--- config.mk ---
export PLATFORM = sky130hd
export DESIGN_NAME = demux_bus_1_2
export DESIGN_NICKNAME = d
export VERILOG_FILES = /design/src/rtl/demux_bus_1_2.sv
export SDC_FILE = /design/constraint.sdc
export NUM_CORES = 1
export LEC_CHECK = 0
export CORE_UTILIZATION = 40
export DETAILED_ROUTE_END_ITERATION = 10
export HOLD_SLACK_MARGIN = 0.12
export PLACE_DENSITY = 0.76
export SLEW_MARGIN = 15
export SYNTH_ARGS = -nofsm -noshare
export SYNTH_HDL_FRONTEND = slang
export SYNTH_SLANG_ARGS = --single-unit
export TNS_END_PERCENT = 5
--- constraint.sdc ---
create_clock -name clk -period 1.7 [get_ports clk]
set_input_delay 0.34 -clock clk [delete_from_list [all_inputs] [get_ports clk]]
set_output_delay 0.34 -clock clk [all_outputs]
set_load 0.02 [all_outputs]
--- src/rtl/demux_bus_1_2.sv ---
// demux_bus_1_2 -- routes one valid/ready input stream to one of two output
// channels (A, B) chosen per word by s. Each channel is a one-entry register
// slice with its own transfer counter.
//
// Ports
//   clk, rst                   clock, synchronous active-high reset
//   in_data, in_valid, s       offered word, its valid, route select (0=A, 1=B)
//   in_ready                   combinational: the selected channel can take a word
//   out_a/out_b                channel data
//   out_a_valid/out_b_valid    channel holds a word
//   out_a_ready/out_b_ready    downstream takes the held word this cycle
//   cnt_a/cnt_b                words accepted into each channel, wrapping

// One output channel: a single data+valid slot and an input-transfer counter.
module demux_bus_1_2_chan #(
   parameter int BUS_WIDTH = 32,
   parameter int CNT_WIDTH = 16
) (
   input  logic                 clk,
   input  logic                 rst,
   input  logic                 load,     // input transfer routed here this cycle
   input  logic [BUS_WIDTH-1:0] data,
   input  logic                 ready,    // downstream ready
   output logic [BUS_WIDTH-1:0] q,
   output logic                 q_valid,
   output logic [CNT_WIDTH-1:0] cnt,
   output logic                 room      // slot can accept a word this cycle
);

   // Room when empty, or when the held word leaves in this same cycle, so a
   // full slot with a ready consumer streams without a bubble.
   assign room = !q_valid || ready;

   always_ff @(posedge clk) begin
      if (rst) begin
         q       <= '0;
         q_valid <= 1'b0;
         cnt     <= '0;
      end else if (load) begin
         q       <= data;
         q_valid <= 1'b1;
         cnt     <= cnt + 1'b1;
      end else if (q_valid && ready) begin
         // Drained with nothing behind it: drop valid, keep the stale data.
         q_valid <= 1'b0;
      end
   end

endmodule

module demux_bus_1_2 #(
   parameter int BUS_WIDTH = 32,
   parameter int CNT_WIDTH = 16
) (
   input  logic                 clk,
   input  logic                 rst,
   input  logic [BUS_WIDTH-1:0] in_data,
   input  logic                 in_valid,
   input  logic                 s,
   output logic                 in_ready,
   output logic [BUS_WIDTH-1:0] out_a,
   output logic                 out_a_valid,
   input  logic                 out_a_ready,
   output logic [BUS_WIDTH-1:0] out_b,
   output logic                 out_b_valid,
   input  logic                 out_b_ready,
   output logic [CNT_WIDTH-1:0] cnt_a,
   output logic [CNT_WIDTH-1:0] cnt_b
);

   localparam int NUM_CH = 2;

   logic [NUM_CH-1:0]                ch_load;
   logic [NUM_CH-1:0]                ch_ready;
   logic [NUM_CH-1:0]                ch_room;
   logic [NUM_CH-1:0]                ch_valid;
   logic [NUM_CH-1:0][BUS_WIDTH-1:0] ch_q;
   logic [NUM_CH-1:0][CNT_WIDTH-1:0] ch_cnt;

   assign ch_ready = {out_b_ready, out_a_ready};

   // Only the selected channel's room matters; in_valid is deliberately not
   // part of this so the handshake has no valid->ready path.
   assign in_ready = !rst && ch_room[s];

   genvar i;
   generate
      for (i = 0; i < NUM_CH; i++) begin : g_ch
         assign ch_load[i] = in_valid && in_ready && (s == 1'(i));

         demux_bus_1_2_chan #(
            .BUS_WIDTH (BUS_WIDTH),
            .CNT_WIDTH (CNT_WIDTH)
         ) u_chan (
            .clk     (clk),
            .rst     (rst),
            .load    (ch_load[i]),
            .data    (in_data),
            .ready   (ch_ready[i]),
            .q       (ch_q[i]),
            .q_valid (ch_valid[i]),
            .cnt     (ch_cnt[i]),
            .room    (ch_room[i])
         );
      end
   endgenerate

   assign out_a       = ch_q[0];
   assign out_b       = ch_q[1];
   assign out_a_valid = ch_valid[0];
   assign out_b_valid = ch_valid[1];
   assign cnt_a       = ch_cnt[0];
   assign cnt_b       = ch_cnt[1];

endmodule

==> results by group, run 1 <==
Timing
  – Slew @ Worst Pin: 0.6734 ns
  – Post-route setup TNS: -0.02651 ns
  – Worst rel slew slack: 0.5511
  – Final Slew Violations: 0
  – Worst setup margin: -0.02651 ns
  – Unrepaired setup endpoints after global routing: yes
  – Setup violators final: 1
  – Fraction of the cycle the final worst path needs: 1.016
  – Minimum clock period: 1.727 ns
  – Count of final hold-check violations: 0
  – Max Freq: 0.5792 GHz
  – Final Skew: 0.009564 ns

Setup path
  – CP Class: in -> out
  – Reg2reg path depth: 5
  – Worst r2r src: g_ch[0].u_chan.q_valid
  – Slowest stage cell, crit path: clkdlybuf4s50_1
  – WP data required: 1.36 ns
  – End of the worst register-to-register path: g_ch[0].u_chan.cnt[8]
  – Max incr delay on CP: 0.47 ns
  – R2R Setup Slk: 0.02 ns
  – CP Max Fanout: 2
  – Startpoint types: primary input
  – Worst Path Arrival: 1.39 ns
  – Critical Path Sink Type: output pin
  – Worst path cell trace: clkdlybuf4s50_1, nand2b_1, nor2_1, a211oi_2, buf_4

Synth
  – Seq/Total Area, Yosys: 0.5151
  – Dominant synthesized flop cell: dfxtp_1
  – Most instantiated cells after synthesis: nand2_1 (142), dfxtp_1 (98), a21oi_1 (79), clkbuf_1 (24), nor2_1 (15)
  – Syn Inst Count: 463
  – Count leader, synth: nand2_1
  – Avg Synthesized Cell Area: 8.226 sq um
  – Top-area cell type share of the netlist area: 0.5151
  – Syn Std Cell Area: 3809 sq um
  – Yosys cell types: 37
  – FFs w/ async S/R, synth: 0
  – Synth Warn #: 0
  – Register bit total from synthesis: 98
  – Net Count, Synth: 503
  – Yosys top cell by area: dfxtp_1
  – Largest cells by area after synthesis: dfxtp_1 (52%), nand2_1 (14%), a21oi_1 (10%)
  – Post-synth EDFFs: 0

Drt
  – Routed vias/inst: 5.040
  – Via count: 3815
  – Routed WL: 10640 um
  – Wire per inst: 14.06 um
  – Antenna-violating nets left: 0
  – Post-route DRC: 0
  – DRT Pass-1 Iters: 4
  – Initial DRC Count: 115

Global route
  – Total GRT Usage: 0.2198
  – First-pass GRT wire length: 17410 um
  – Antenna violations before repair: 0
  – Pin count of the biggest net entering global routing: 90
  – Gr ovfl total: 0
  – Via count of the first global-routing pass: 3656

Power
  – Leak: 0.003018 uW
  – Worst VDD drop: 0.0005819 V
  – Clock power share: 0.352
  – Comb power frac: 0.114
  – Power Dens Cells: 748.7 nW/um^2
  – Switching share of power: 0.2526
  – Flop pwr share: 0.534
  – Power Internal: 3327 uW
  – Switching power: 1125 uW

Min path
  – Hold Path Origin: rst
  – Hold path endpoint: g_ch[0].u_chan.cnt[8]
  – Worst hold path type: in -> reg
  – WHS Path Cells: 3

Place
  – Port bufs: 136
  – Final HPWL from detailed placement: 7337 um
  – Final RePlAce weighted congestion: 0.8176

CTS
  – Clk_lat worst skew: 0.35 ns
  – H-Tree Level Count: 3
  – CTS tree: built
  – Sinks on Clock Net: 98
  – Num CTS Buffers: 9
  – Clk root buf: clkbuf_8
  – Clock Path Buffers: 2
  – # hold bufs at CTS: 0
  – Worst-path clk slew: 0.09 ns

Die
  – Die extent in y: 99.58 um
  – I/O pins: 137
  – Initial Util: 0.4122
  – Die Wd: 99.58 um
  – Core Footprint: 9240 sq um
  – Rows: 35
  – Die area: 9916 sq um

Job
  – Max Cap Viol: 0

Cells and area
  – Area growth syn-to-layout: 56.11%
  – # diodes: 0
  – Ratio of cells with drive above 1 in the final layout: 0.1465
  – Core Util, Final: 0.6435
  – Net count, final: 663

Run status
  – Failing checks: negative setup slack
  – Outcome: complete, but fails checks
how the worst max path moves through the flow:
stage | start | to | slack [ns]
finish | out_a_ready | in_ready | -0.03
global route | out_a_ready | in_ready | -0.08
CTS | g_ch[0].u_chan.q_valid | g_ch[0].u_chan.cnt[2] | -0.03
detailed placement | s | g_ch[0].u_chan.cnt[15] | -0.61
global placement | out_a_ready | in_ready | -0.60
floorplan | rst | g_ch[1].u_chan.cnt[13] | -0.05
cell usage in the layout, fill, tap and decap left out, types with 2 or more instances in the layout:
cell type	n
nand2_1	142
dlymetal6s2s_1	48
nand4_1	6
buf_4	42
clkbuf_8	10
nor4_1	2
nor2b_1	2
inv_1	3
nand3_1	8
buf_12	4
or3_2	2
o21ai_0	4
nor2_1	15
nand2b_1	2
dfxtp_1	93
a21oi_1	78
or3_1	2
nor4_2	2
dlygate4sd2_1	36
nor3_2	2
or3_4	4
o311ai_1	2
o311ai_0	2
dfxtp_2	3
xnor2_1	7
dfxtp_4	2
o31ai_1	7
xor2_1	6
clkdlybuf4s50_1	50
o41ai_1	4
and4_1	3
inv_6	2
or4_1	8
clkinvlp_4	2
sequential cells by signal, summed over array words and instances, names as in the netlist:
register / flops
g_ch.u_chan.cnt: 32
g_ch.u_chan.q: 64
g_ch.u_chan.q_valid: 2
critical path, delay by kind of cell:
| family | cells | cell delay, ns |
|---|---|---|
| AO/OA/AOI/OAI | 1 | 0.19 |
| buffers and inverters | 2 | 0.65 |
| AND/OR/NAND/NOR | 2 | 0.20 |
routing by layer:
layer | track usage | routed length (um) | vias to the layer above
met5 | 0 | 0 | -
met3 | 0.09136 | 790 | 13
met2 | 0.3745 | 5271 | 114
li1 | - | - | 1894
met4 | 0.06222 | 162 | 0
met1 | 0.2531 | 4416 | 1794
power by group through the flow:
| stage | Sequential [uW] | Combinational (uW) | Clock, uW |
|---|---|---|---|
| after floorplan | 2500 | 153 | 0 |
| after global placement | 2430 | 511 | 0 |
| after detailed placement | 2430 | 516 | 0 |
| after CTS | 2380 | 514 | 1600 |
| after global routing | 2390 | 549 | 1720 |
| final | 2380 | 507 | 1570 |
stage by stage:
step | hold slack, ns | total power [uW] | cells | worst slack [ns] | instance area, sq um
2_1_floorplan | 0.4760 | 2653 | 463 | -0.05407 | 3819
3_3_place_gp | 0.4409 | 2940 | 740 | -0.5990 | 5578
3_5_place_dp | 0.4470 | 2948 | 740 | -0.6137 | 5578
4_1_cts | 0.3302 | 4498 | 757 | -0.03118 | 5774
5_1_grt | 0.3336 | 4651 | 757 | -0.07678 | 5946
6_report | 0.3535 | 4451 | 757 | -0.02651 | 5946
what timing repair did:
action                                  CTS  global route
gates resized for setup                  50            60
pin swaps                                 4             2
endpoints found under the setup margin   85            91
hold endpoints to repair                  0             0
buffers inserted                          1             0
final cells by class:
cell class                      instances  area (sq um)
Inverter                                3         11.26
Sequential cell                        98          1973
Clock inverter                          6         71.32
Fill cell                             772          3294
Multi-Input combinational cell        329          1763
Clock buffer                           10         137.6
Tap cell                              129         161.4
Timing Repair Buffer                  182          1828
logic make-up after synthesis:
family,count (synthesis),synth area share
mux,2,0.005585
buf+inv,36,0.04172
fa+ha+maj,2,0.006569
simple gates,213,0.2579
xor+xnor,13,0.02990
flops,98,0.5151
compound gates,99,0.1432
Note: power is estimated with default switching activity, not from simulation.
==> inputs of run 2 (changes only) <==
--- a/config.mk
+++ b/config.mk
@@ -5,6 +5,7 @@
 export SDC_FILE = /design/constraint.sdc
 export NUM_CORES = 1
 export LEC_CHECK = 0
+export CORE_ASPECT_RATIO = 1.25
 export CORE_UTILIZATION = 40
 export DETAILED_ROUTE_END_ITERATION = 10
 export HOLD_SLACK_MARGIN = 0.12
==> constraint.sdc (replaced) <==
create_clock -name clk -period 1.7 [get_ports clk]
set_input_delay 0.17 -clock clk [delete_from_list [all_inputs] [get_ports clk]]
set_output_delay 0.17 -clock clk [all_outputs]
set_load 0.02 [all_outputs]
==> run 2 against run 1 <==
The flow now finishes without violations. Critical endpoint is now g_ch[0].u_chan.cnt[10]. Fmax grew 2.6%. Power grew 6.3%. Flip-flop and latch count is the same. Global-route usage grew 0.92 points. Setup slack gained 0.043 ns.
==> results by group, run 2 (synthesized netlist as in run 1, its figures left out) <==
Timing
  – Worst rel slew slack: 0.6938
  – Max Freq: 0.5940 GHz
  – Count of final hold-check violations: 0
  – Worst setup margin: 0.01657 ns
  – Unrepaired setup endpoints after global routing: yes
  – Post-route setup TNS: 0 ns
  – Fraction of the cycle the final worst path needs: 0.9903
  – Final Slew Violations: 0
  – Setup violators final: 0
  – Final Skew: 0.009345 ns
  – Slew @ Worst Pin: 0.4593 ns
  – Fin Hold WS: 0.2790 ns
  – Minimum clock period: 1.683 ns

Die
  – Rows: 39
  – Initial Util: 0.4152
  – Die area: 9918 sq um
  – Die Wd: 89.28 um
  – Core Footprint: 9174 sq um
  – Die extent in y: 111.1 um
  – I/O pins: 137

Cells and area
  – Most common cell after layout, fill and taps aside: nand2_1
  – Largest registers: g_ch.u_chan.q (64), g_ch.u_chan.cnt (32), g_ch.u_chan.q_valid (2)
  – Fillers: 814
  – Sequential cell area: 1968 sq um
  – Core Util, Final: 0.6390
  – Area growth syn-to-layout: 53.91%
  – Max reg flops: 64
  – Fin cells: 751
  – Multi-input gate area: 1723 sq um
  – Net count, final: 664
  – Most frequent cells in the layout: nand2_1 (142), clkdlybuf4s50_1 (134), dfxtp_1 (95)
  – Largest register by flop count: g_ch.u_chan.q
  – # diodes: 0
  – Ratio of cells with drive above 1 in the final layout: 0.1290

Power
  – Flop pwr share: 0.503
  – Comb power frac: 0.109
  – Leak: 0.002031 uW
  – Clock power share: 0.388
  – Switching share of power: 0.2328
  – Power Internal: 3630 uW
  – Worst VDD drop: 0.0005694 V
  – Power Dens Cells: 807.1 nW/um^2
  – Switching power: 1101 uW

Setup path
  – CP Max Fanout: 7
  – Reg2reg path depth: 5
  – R2R Setup Slk: 0.02 ns
  – Worst Setup SP: g_ch[0].u_chan.cnt[0]
  – Worst r2r src: g_ch[0].u_chan.cnt[0]
  – Slowest stage cell, crit path: or4_1
  – End of the worst register-to-register path: g_ch[0].u_chan.cnt[10]
  – Worst Path Arrival: 1.96 ns
  – Worst path cell trace: ha_1, nand2_1, or3_4, or4_1, a21oi_1
  – Critical Path Sink Type: flop
  – WP data required: 1.97 ns
  – Startpoint types: flop
  – Max incr delay on CP: 0.52 ns
  – CP Class: reg -> reg

CTS
  – Num CTS Buffers: 9
  – Clock Path Buffers: 2
  – H-Tree Level Count: 3
  – CTS tree: built
  – Clk_lat worst skew: 0.34 ns
  – Clk root buf: clkbuf_16
  – Sinks on Clock Net: 98
  – # hold bufs at CTS: 0
  – Post-CTS setup buffers: 0
  – Worst-path clk slew: 0.07 ns

Place
  – Post-place setup slack: -0.3314 ns
  – Final HPWL from detailed placement: 7796 um
  – Port bufs: 136
  – Placed cell count: 736
  – Final RePlAce weighted congestion: 0.8450

Drt
  – Wire per inst: 14.38 um
  – Routed vias/inst: 5.116
  – Initial DRC Count: 169
  – Routed WL: 10800 um
  – Via count: 3842
  – Post-route DRC: 0
  – Antenna-violating nets left: 0
  – DRT Pass-1 Iters: 4

Global route
  – Antenna violations before repair: 0
  – Total GRT Usage: 0.2291
  – Routing usage on met2: 0.4005
  – Grt peak-use layer: met2
  – Via count of the first global-routing pass: 3793
  – First-pass GRT wire length: 17580 um
  – Gr ovfl total: 0
  – Met1 global-route usage: 0.2542
  – Met3 usage: 0.04244
  – Pin count of the biggest net entering global routing: 47

Min path
  – WHS Path Cells: 3
  – Worst hold path type: in -> reg
  – Hold Path Origin: rst
  – Hold path endpoint: g_ch[0].u_chan.q[27]

Run status
  – Outcome: complete, no violations

Job
  – Max Cap Viol: 0
[run 2: critical path: cells and delay by family, from the launching register on]
kind / cells / cell delay (ns)
AOI/OAI and AO/OA: 1 / 0.13
adders and majority gates: 1 / 0.15
and+or+nand+nor: 3 / 1.01
DFF: 1 / 0.33
[run 2: how the worst max path moves through the flow]
stage	end	slack [ns]	cells after the start
2_1_floorplan	g_ch[0].u_chan.cnt[10]	-0.06	6
3_3_place_gp	in_ready	-0.29	5
6_report	g_ch[0].u_chan.cnt[10]	0.02	5
5_1_grt	g_ch[1].u_chan.cnt[4]	-0.03	5
3_5_place_dp	g_ch[1].u_chan.cnt[11]	-0.33	6
4_1_cts	in_ready	0.02	5
[run 2: layer usage]
layer | wire (um) | vias to the layer above
met4 | 386 | 0
met3 | 547 | 25
met5 | 0 | -
li1 | - | 1897
met2 | 5627 | 125
met1 | 4235 | 1795
[run 2: timing repair]
item,CTS,global route
cloned,0,0
resized for setup,3,10
setup endpoints to repair,4,15
pin swaps,0,1
[run 2: cell type report]
| type | instances | share of cell area |
|---|---|---|
| clock buffers | 13 | 0.04269 |
| clock inverters | 2 | 0.002348 |
| inverters | 3 | 0.001921 |
| multi-input cells | 329 | 0.2939 |
| flip-flops and latches | 98 | 0.3358 |
| well taps | 123 | 0.02625 |
| repair buffers | 183 | 0.2971 |
[run 2: power groups by stage]
| stage | clock network (uW) | logic, uW | registers, uW |
|---|---|---|---|
| floorplan | 0 | 152 | 2500 |
| global placement | 0 | 507 | 2430 |
| detailed placement | 0 | 514 | 2430 |
| CTS | 1880 | 516 | 2380 |
| global route | 1950 | 556 | 2390 |
| finish | 1830 | 515 | 2380 |
[run 2: through the flow]
stage               cell area (sq um)  power, uW
global placement                 5573       2938
floorplan                        3815       2652
detailed placement               5573       2947
CTS                              5846       4776
global route                     5862       4897
finish                           5862       4731
